`src/rtl/rom_rr_arbiter.sv`:
```
// rtl/rom_rr_arbiter.sv - round-robin arbiter sharing one synchronous ROM read port
module rom_rr_arbiter #(
  parameter int NREQ   = 4,
  parameter int AW     = 4,
  parameter int DW     = 16,
  parameter int RD_LAT = 1
) (
  input  logic               clk,
  input  logic               rst,
  input  logic [NREQ-1:0]    req_valid,
  input  logic [NREQ*AW-1:0] req_addr,
  output logic [NREQ-1:0]    req_ready,
  output logic [NREQ-1:0]    rsp_valid,
  output logic [DW-1:0]      rsp_data,
  output logic               rom_en,
  output logic [AW-1:0]      rom_addr,
  input  logic [DW-1:0]      rom_dout
);

  localparam int IDW = (NREQ > 1) ? $clog2(NREQ) : 1;

  logic [IDW-1:0] ptr;
  logic [IDW-1:0] ptr_nxt;
  logic [IDW-1:0] sel;
  logic [IDW-1:0] gnt_id;
  logic           found;
  logic [AW-1:0]  addr_arr [NREQ];

  logic [RD_LAT:0] tag_v;
  logic [IDW-1:0]  tag_id [RD_LAT+1];

  for (genvar gi = 0; gi < NREQ; gi++) begin : g_addr
    assign addr_arr[gi] = req_addr[gi*AW +: AW];
  end

  // Search from the pointer, wrapping modulo NREQ; first valid requester wins.
  always_comb begin
    req_ready = '0;
    gnt_id    = '0;
    sel       = '0;
    found     = 1'b0;
    for (int k = 0; k < NREQ; k++) begin
      if ((int'(ptr) + k) >= NREQ) begin
        sel = IDW'(int'(ptr) + k - NREQ);
      end else begin
        sel = IDW'(int'(ptr) + k);
      end
      if (!found && req_valid[sel]) begin
        req_ready[sel] = 1'b1;
        gnt_id         = sel;
        found          = 1'b1;
      end
    end
    if (rst) begin
      req_ready = '0;
      found     = 1'b0;
    end
  end

  assign ptr_nxt = (int'(gnt_id) == NREQ - 1) ? '0 : gnt_id + 1'b1;

  always_ff @(posedge clk) begin
    if (rst) begin
      rom_en   <= 1'b0;
      rom_addr <= '0;
      ptr      <= '0;
      tag_v    <= '0;
      for (int s = 0; s <= RD_LAT; s++) begin
        tag_id[s] <= '0;
      end
    end else begin
      rom_en <= found;
      if (found) begin
        rom_addr <= addr_arr[gnt_id];
        ptr      <= ptr_nxt;
      end
      // Stage 0 lines up with rom_en; the last stage lines up with valid rom_dout.
      tag_v     <= {tag_v[RD_LAT-1:0], found};
      tag_id[0] <= gnt_id;
      for (int s = 1; s <= RD_LAT; s++) begin
        tag_id[s] <= tag_id[s-1];
      end
    end
  end

  always_comb begin
    rsp_valid = '0;
    if (tag_v[RD_LAT]) begin
      rsp_valid[tag_id[RD_LAT]] = 1'b1;
    end
  end

  assign rsp_data = rom_dout;

endmodule

```
`config.mk`:
```
export PLATFORM = sky130hd
export DESIGN_NAME = rom_rr_arbiter
export DESIGN_NICKNAME = d
export VERILOG_FILES = /design/src/rtl/rom_rr_arbiter.sv
export SDC_FILE = /design/constraint.sdc
export NUM_CORES = 1
export LEC_CHECK = 0
export ABC_AREA = 1
export BUFFER_PORTS_ARGS = -buffer_cell sky130_fd_sc_hd__buf_2
export CORE_MARGIN = 8
export CORE_UTILIZATION = 35
export DETAILED_ROUTE_END_ITERATION = 10
export GPL_TIMING_DRIVEN = 0
export PLACE_DENSITY_LB_ADDON = 0.15
export SETUP_SLACK_MARGIN = 0.4
export SLEW_MARGIN = 20
export SYNTH_ARGS = -nofsm -noshare
export SYNTH_HDL_FRONTEND = slang
export SYNTH_SLANG_ARGS = --single-unit
```
`constraint.sdc`:
```
create_clock -name clk -period 3.1 [get_ports clk]
set_clock_uncertainty 0.05 [all_clocks]
set_input_delay 0.465 -clock clk [delete_from_list [all_inputs] [get_ports clk]]
set_output_delay 0.465 -clock clk [all_outputs]
set_load 0.01 [all_outputs]
```
==> impl_metrics.toml, run 1 <==
[outcome]
run_status = "completed"

[power]
powerDensity_nw_per_um2 = 1050
power.leakage_nw = 1.02
ir_drop_uv = 517
p_total_mw = 1.82

[cts]
cts_root_buf = "clkbuf_8"
hold_buffers = 0
insertion_delay_ns = 0.24
clockBufferDepth = 2
clk_pin_slew_ns = 0.05
cts_tree = "done"
numClockSinks = 12
cts_buffers = 3
htreeDepth = 1

[die]
die_h_um = 76.7
coreArea_um2 = 3610
die_area_um2 = 5890
ios = 67
rows = 22
initial_core_util_pct = 35.8
die_w_um = 76.7

[global_routing]
grt-ovfl-total = 0
first_global_vias = 1240
grt_usage_pct = 10.2
grt_pass1_wl_um = 5350
antenna_found_initial = 0
grt_max_degree = 11

[timing]
max_clock_freq_ghz = 0.390
rsz0062_at_grt = "no"
maxSlewViolCount = 0
fin_setup_tns_ns = 0
period_minus_slack_ns = 2.56
finalHoldViolCount = 0
setup_viol = 0
worst_pin_slew_ns = 0.261
whs_ns = 0.350
period_share_pct = 82.7
setup_ws_ns = 0.537
relSlewSlack_pct = 82.5

[yosys]
yosysUniqueCellTypes = 24
synth_area_um2 = 1290
synthCells = 204
synth_fp_nets = 251
ys_ff_latch = 12
yosys_warnings = 0
synth.avg_cell_area_um2 = 6.33
ys_seq_area_share_pct = 18.6

[critical_path]
start_kind = "register"
slowest_stage = "dfxtp_4"
required_ns = 2.58
setup.worst_path.class = "reg2out"
crit_family = "buffers and inverters"
crit_arrival_ns = 2.05
cp_cell_sequence = "buf_8, inv_6, ha_4, inv_2, nand3_2, nand2_4, nor2_4, inv_2, o21ai_0, a21oi_1, o21ai_0, nand2_1, inv_1, buf_2"
critPathBufInv = 6
endpoint_kind = "output port"
cpPeakStageDelay_ns = 0.36
critPathMaxFanout = 9

[detailed_routing]
vias_per_cell = 4.17
vias = 1294
routedWlPerCell_um = 9.98
drtAntennaViolNets = 0
drt_wl_total_um = 3090
first_iter_violations = 35
dr.pass1.iters = 4
drc_errors = 0

[placed_design]
gp_congestion = 0.769
pre_cts_slack_ns = 0.441
placed_cells = 302
dp_hpwl_um = 2560
port_buffers = 50

[finish]
area_growth_pct = 33.9
final_common_cell = "buf_2"
diodes = 0
drive_gt1_share_pct = 42.4
stdcell_count = 310
nets = 310
n_fill_cell = 385
layout_common_cells = "50 x buf_2, 41 x nand2_1, 36 x inv_1, 24 x nand3_1, 20 x buf_4"

[flow_run]
drv_cap = 0

[hold_path]
hold_path.class = "reg2reg"
stage by stage:
step / utilization, % / instance area (um^2)
3_3_place_gp: 44.4 / 1600
4_1_cts: 46.4 / 1670
6_report: 48.0 / 1730
5_1_grt: 48.0 / 1730
2_1_floorplan: - / 1290
3_5_place_dp: 44.4 / 1600
repair_timing:
item,in CTS,in global routing
buffers inserted,0,4
pin swaps,0,2
resized for setup,4,13
endpoints found under the setup margin,4,4
flip-flops by register name, summed over array words and instances, names as in the netlist:
| name | flops |
|---|---|
| ptr | 2 |
| tag_v | 2 |
| tag_id | 4 |
| rom_addr | 4 |
worst register-to-register path, stage by stage, from the launching register on:
cell     delay, ns
dfxtp_4       0.37
buf_8         0.13
inv_6         0.06
ha_4          0.29
inv_2         0.06
nand3_2       0.09
nand2_4       0.09
buf_4         0.15
a21oi_2       0.13
nand2_2       0.14
nand2_2       0.12
buf_6         0.14
inv_1         0.05
ha_1          0.26
o21ai_0       0.18
a21oi_1       0.05
layout make-up:
type                            count  area, um^2  share of cell area, %
Timing Repair Buffer               54         280                   16.2
Multi-Input combinational cell    130         767                   44.4
Tap cell                           48        60.1                   3.47
Clock buffer                        4        55.1                   3.18
Sequential cell                    12         245                   14.2
Inverter                           44         175                   10.1
Buffer                             18         146                   8.47
cell usage after synthesis:
master | number | area share, %
nand2_1 | 42 | 12
inv_1 | 38 | 11
nand3_1 | 24 | 9.3
buf_4 | 16 | 9.3
dfxtp_1 | 12 | 19
nor2_1 | 11 | 3.2
nand2_2 | 10 | 4.8
ha_1 | 9 | 8.7
o21ai_0 | 9 | 3.5
a21oi_1 | 7 | 2.7
nand2_4 | 4 | 3.5
nor3_1 | 4 | 1.6
inv_2 | 3 | 0.87
nand3_2 | 3 | 2.3
buf_6 | 2 | 1.7
nor2_2 | 2 | 0.97
a21boi_0 | 1 | 0.58
a21oi_2 | 1 | 0.68
a22oi_1 | 1 | 0.58
clkinv_1 | 1 | 0.29
clkinv_4 | 1 | 0.68
inv_6 | 1 | 0.68
nand4_1 | 1 | 0.48
nand4_4 | 1 | 1.6
worst paths after layout:
path	from	endpoint	slack [ns]	depth (start not counted)
setup / recovery	ptr[0]$_SDFFE_PP0P_	req_ready[1]	0.54	14
hold / removal	tag_id[0][1]$_SDFF_PP0_	tag_id[0][3]$_SDFF_PP0_	0.35	2
setup reg to reg	ptr[0]$_SDFFE_PP0P_	ptr[1]$_SDFFE_PP0P_	0.61	15
hold reg to reg	tag_id[0][1]$_SDFF_PP0_	tag_id[0][3]$_SDFF_PP0_	0.35	2
report_power, final:
part           switching (mW)  total (mW)  internal [mW]
registers              0.0404       0.257          0.216
logic                   0.848        1.39          0.540
clock network          0.0583       0.171          0.112
total                   0.946        1.82          0.869
layer usage:
| metal | vias up | wire [um] | track usage [%] |
|---|---|---|---|
| li1 | 729 | - | - |
| met4 | 0 | 31 | 2.88 |
| met3 | 5 | 222 | 3.15 |
| met5 | - | 0 | 0 |
| met1 | 514 | 1410 | 11.8 |
| met2 | 46 | 1430 | 17.6 |
logic make-up (layout without fill, tap and decap cells):
kind of cell | after synthesis | count (layout) | synth area share, %
flip-flops | 12 | 12 | 18.6
AO/OA/AOI/OAI | 19 | 19 | 8.04
buffers and inverters | 62 | 120 | 24.6
adder cells (fa/ha/maj) | 9 | 9 | 8.72
AND/OR/NAND/NOR | 102 | 102 | 40.0
Note: power is estimated with default switching activity, not from simulation.
==> run 2, diff against run 1 <==
Clock period 3.1 ns to 2.7 ns, I/O delays scaled along.
==> run 2 against run 1 <==
  * Clock power shrank 11%
  * Via count grew 4.7%
  * Cell count grew 4.2%
  * Non-clock buffer count grew 14
  * Die area is the same
  * Sequential power grew 7.8%
  * Combinational power grew 45%
  * Hold slack gained 0.0025 ns
  * Sequential cell count is the same
  * Highest routed layer unchanged
==> impl_metrics.toml, run 2 (synthesized netlist as in run 1, its figures left out) <==
[detailed_routing]
drtAntennaViolNets = 0
routedWlPerCell_um = 9.83
first_iter_violations = 30
dr.pass1.iters = 4
vias = 1355
vias_per_cell = 4.20
drt_wl_total_um = 3180
drc_errors = 0

[critical_path]
critPathMaxFanout = 8
required_ns = 2.25
crit_arrival_ns = 1.85
start_kind = "register"
setup.worst_path.class = "reg2out"
startpoint = "ptr[0]$_SDFFE_PP0P_"
r2r_slack_ns = 0.46
worst-r2r-cell-count = 16
r2r-end = "ptr[1]$_SDFFE_PP0P_"
r2r_start = "ptr[0]$_SDFFE_PP0P_"
endpoint_kind = "output port"

[placed_design]
port_buffers = 50
gp_congestion = 0.761
dp_hpwl_um = 2520
pre_cts_slack_ns = 0.137
placed_cells = 302

[finish]
diodes = 0
n_fill_cell = 381
nets = 324
stdcell_count = 323
final_common_cell = "buf_2"
largestRegisters = "rom_addr (4), tag_id (4)"
area_growth_pct = 45.6
drive_gt1_share_pct = 46.2
layout_common_cells = "50 x buf_2, 41 x nand2_1, 36 x inv_1, 32 x buf_4, 24 x nand3_1"

[power]
powerDensity_nw_per_um2 = 1300
clockPowerShare_pct = 6.2
switching_power_mw = 1.19
p_sw_share_pct = 48.7
pwr-share-comb_pct = 82.5
power.leakage_nw = 1.09
ir_drop_uv = 712
seqPwrFrac_pct = 11.3
p_int_mw = 1.26

[die]
die_area_um2 = 5890
coreArea_um2 = 3610
rows = 22
ios = 67
die_w_um = 76.7
initial_core_util_pct = 35.8
die_h_um = 76.7

[timing]
period_share_pct = 85.3
fin_setup_tns_ns = 0
setup_viol = 0
finalHoldViolCount = 0
rsz0062_at_grt = "yes"
max_clock_freq_ghz = 0.434
setup_ws_ns = 0.397
worst_pin_slew_ns = 0.266
maxSlewViolCount = 0
relSlewSlack_pct = 82.1
period_minus_slack_ns = 2.30

[hold_path]
min_path_cells = 2
whs_endpoint = "tag_id[0][2]$_SDFF_PP0_"
hold_path.class = "reg2reg"
hp-start = "tag_id[0][0]$_SDFF_PP0_"

[global_routing]
first_global_vias = 1311
antenna_found_initial = 0
grt_max_degree = 11
grt_pass1_wl_um = 5540
grt_usage_pct = 10.5
grt-ovfl-total = 0

[cts]
insertion_delay_ns = 0.23
clockBufferDepth = 2
cts_buffers = 3
htreeDepth = 1
numClockSinks = 12
cts_tree = "done"
cts_root_buf = "clkbuf_8"
clk_pin_slew_ns = 0.05

[outcome]
run_status = "completed"

[flow_run]
drv_cap = 0
==> run 2: cell types whose count changed in the layout (fill, tap and decap cells not counted), sizes merged <==
cell	before	now
clkbuf	4	3
buf	72	86
==> run 2: final cells by class <==
| type | instances | area, um^2 | share of cell area, % |
|---|---|---|---|
| multi-input combinational | 130 | 807 | 42.9 |
| timing repair buffer | 68 | 402 | 21.4 |
| sequential | 12 | 248 | 13.2 |
| inverter | 44 | 180 | 9.58 |
| buffer | 18 | 143 | 7.58 |
| tap | 48 | 60.1 | 3.19 |
| clock buffer | 3 | 41.3 | 2.20 |
==> run 2: power groups by stage <==
stage	Clock, mW	Combinational, mW	Sequential [mW]
finish	0.152	2.02	0.277
global route	0.165	2.26	0.286
CTS	0.158	1.82	0.278
detailed placement	0	1.44	0.294
global placement	0	1.45	0.293
floorplan	0	1.14	0.299
==> run 2: routing by layer <==
| metal | share of wire (%) | vias to the layer above | global-route usage [%] | wire [um] |
|---|---|---|---|---|
| li1 | - | 760 | - | - |
| met1 | 45 | 550 | 12.9 | 1440 |
| met2 | 47 | 43 | 17.8 | 1490 |
| met3 | 7.1 | 2 | 3.15 | 227 |
| met4 | 0.66 | 0 | 1.92 | 21 |
| met5 | 0 | - | 0 | 0 |
==> run 2: how the worst max path moves through the flow <==
stage | to | slack [ns] | cells after the start
3_5_place_dp | ptr[1]$_SDFFE_PP0P_ | 0.14 | 14
6_report | req_ready[3] | 0.40 | 11
4_1_cts | req_ready[2] | 0.38 | 14
2_1_floorplan | ptr[1]$_SDFFE_PP0P_ | 0.40 | 15
5_1_grt | req_ready[3] | 0.26 | 11
3_3_place_gp | ptr[1]$_SDFFE_PP0P_ | 0.12 | 14
==> run 2: timing repair <==
action	in CTS	in global routing
resized for setup	23	7
setup buffers	11	7
pin swaps	9	4
endpoints found under the setup margin	10	6
hold buffers	0	0
==> run 2: critical path, stage by stage (launching register included) <==
cell	delay [ns]
dfxtp_4	0.34
buf_6	0.12
inv_8	0.04
ha_4	0.26
inv_4	0.07
nand2_1	0.05
nand2_1	0.12
nand4_4	0.20
o21ai_0	0.19
nand2_1	0.06
inv_1	0.04
buf_2	0.12
==> run 2: metrics by stage <==
stage / area, um^2 / hold slack, ns / utilization (%) / power, mW
after floorplan: 1290 / 0.338 / - / 1.43
after global placement: 1600 / 0.340 / 44.4 / 1.74
after detailed placement: 1600 / 0.345 / 44.4 / 1.74
after CTS: 1810 / 0.353 / 50.3 / 2.25
after global routing: 1880 / 0.368 / 52.2 / 2.71
final: 1880 / 0.352 / 52.2 / 2.45
==> run 3, diff against run 2 <==
Clock period 2.7 ns to 2.3 ns, I/O delays scaled along.
==> run 3 against run 2 <==
  * Global-route usage grew 0.82 points
  * First-iteration DRC count grew 63%
  * Hold slack got worse by 0.052 ns
  * Utilization is 2.6 points higher
  * Register-to-register slack worse by 0.37 ns
  * Cell count grew 1.2%
  * Wire length is 7.1% higher
  * Total power up 29%
  * Sequential cell count unchanged
  * Sequential power increased by 19%
  * Non-clock buffer count is 4 higher
  * Critical endpoint unchanged
  * Largest power group unchanged
==> impl_metrics.toml, run 3 (synthesized netlist as in run 1, its figures left out) <==
[outcome]
run_status = "completed"

[critical_path]
startpoint = "ptr[0]$_SDFFE_PP0P_"
slowest_stage = "dfxtp_4"
cpPeakStageDelay_ns = 0.35
r2r_slack_ns = 0.09
r2r-end = "ptr[1]$_SDFFE_PP0P_"
r2r_start = "ptr[0]$_SDFFE_PP0P_"
crit_family = "buffers and inverters"
start_kind = "register"
worst-r2r-cell-count = 17
setup.worst_path.class = "reg2out"
crit_arrival_ns = 1.87
critPathMaxFanout = 4
cp.depth = 14
cp_cell_sequence = "buf_8, inv_8, ha_4, inv_4, nand3_4, nand2_4, nor2_4, inv_4, o21ai_1, a21oi_1, o21ai_1, nand2_1, inv_2, buf_6"
required_ns = 1.90
critPathBufInv = 6
endpoint_kind = "output port"

[power]
powerDensity_nw_per_um2 = 1600
p_int_mw = 1.62
pwr-share-comb_pct = 83.6
p_sw_share_pct = 48.9
clockPowerShare_pct = 5.9
seqPwrFrac_pct = 10.5
switching_power_mw = 1.55
power.leakage_nw = 1.12
ir_drop_uv = 867

[cts]
numClockSinks = 12
cts_tree = "done"
cts_root_buf = "clkbuf_8"
insertion_delay_ns = 0.24
hold_buffers = 0
htreeDepth = 1
clk_pin_slew_ns = 0.05
cts_buffers = 3
clockBufferDepth = 2

[die]
ios = 67
coreArea_um2 = 3610
initial_core_util_pct = 35.8
die_w_um = 76.7
die_area_um2 = 5890
die_h_um = 76.7
rows = 22

[finish]
drive_gt1_share_pct = 50.9
largestRegisters = "rom_addr (4), tag_id (4)"
final_common_cell = "buf_2"
layout_common_cells = "46 x buf_2, 39 x nand2_1, 36 x buf_4, 31 x inv_1, 24 x nand3_1"
n_fill_cell = 387
final_area_um2 = 1970
diodes = 0
nets = 328
area_growth_pct = 52.8

[global_routing]
grt-ovfl-total = 0
grt_max_degree = 11
antenna_found_initial = 0
first_global_vias = 1371
grt_pass1_wl_um = 5900
grt_usage_pct = 11.4

[detailed_routing]
drtAntennaViolNets = 0
first_iter_violations = 49
routedWlPerCell_um = 10.4
dr.pass1.iters = 4
drc_errors = 0
vias_per_cell = 4.34
drt_wl_total_um = 3400
vias = 1420

[placed_design]
gp_congestion = 0.753
port_buffers = 50
dp_hpwl_um = 2540
placed_area_um2 = 1640

[timing]
period_share_pct = 98.4
whs_ns = 0.300
period_minus_slack_ns = 2.26
maxSlewViolCount = 0
setup_viol = 0
max_clock_freq_ghz = 0.442
rsz0062_at_grt = "yes"
relSlewSlack_pct = 81.8
finalHoldViolCount = 0
worst_pin_slew_ns = 0.271

[hold_path]
min_path_cells = 2
hp-start = "rst"
hold_path.class = "in2reg"
whs_endpoint = "ptr[0]$_SDFFE_PP0P_"

[flow_run]
drv_cap = 0
## run 3: cell count changes in the layout (fill, tap and decap cells not counted), moves of 2 or more
| cell | before | now |
|---|---|---|
| inv_1 | 36 | 31 |
| buf_2 | 50 | 46 |
| buf_4 | 32 | 36 |
| buf_6 | 3 | 7 |
| nand2_4 | 3 | 7 |
| inv_2 | 4 | 7 |
| inv_4 | 1 | 3 |
| nand2_1 | 41 | 39 |
| nor2_1 | 9 | 7 |
| o21ai_0 | 2 | 0 |
## run 3: metal layers
layer / vias to the layer above / share of wire (%) / track usage [%] / routed length (um)
met1: 609 / 43 / 12.6 / 1480
met3: 0 / 7.8 / 4.55 / 265
met5: - / 0 / 0 / 0
met2: 44 / 49 / 20.1 / 1660
met4: 0 / 0 / 1.73 / 0
li1: 767 / - / - / -
## run 3: layout make-up
class | count | area (um^2) | share of cell area (%)
buffer | 18 | 146 | 7.42
clock buffer | 3 | 41.3 | 2.09
inverter | 44 | 185 | 9.38
multi-input combinational | 130 | 845 | 42.8
sequential | 12 | 248 | 12.6
tap | 48 | 60.1 | 3.04
timing repair buffer | 72 | 448 | 22.7
## run 3: what timing repair did
| item | in CTS | in global routing |
|---|---|---|
| buffers inserted | 18 | 4 |
| setup endpoints to repair | 11 | 12 |
| resized for setup | 23 | 11 |
| pin swaps | 15 | 10 |
## run 3: worst max path at each step
stage | slack [ns] | end
2_1_floorplan | 0.24 | ptr[1]$_SDFFE_PP0P_
3_3_place_gp | 0.01 | ptr[1]$_SDFFE_PP0P_
3_5_place_dp | 0.0007 | ptr[1]$_SDFFE_PP0P_
4_1_cts | 0.05 | req_ready[3]
5_1_grt | -0.08 | req_ready[2]
6_report | 0.04 | req_ready[3]
## run 3: metrics by stage
stage               setup WS [ns]  instances  power [mW]  utilization [%]  TNS [ns]
floorplan                   0.237        204        1.82                -         0
global placement           0.0139        302        2.18             45.6         0
detailed placement       0.000666        302        2.20             45.6         0
CTS                        0.0480        323        2.99             52.8         0
global route              -0.0774        327        3.47             54.7    -0.295
finish                     0.0378        327        3.16             54.7         0
## run 3: power groups by stage
stage	sequential (mW)	combinational, mW	clock, mW
detailed placement	0.347	1.85	0
floorplan	0.352	1.47	0
global placement	0.347	1.84	0
finish	0.331	2.65	0.187
CTS	0.329	2.47	0.190
global route	0.340	2.93	0.200
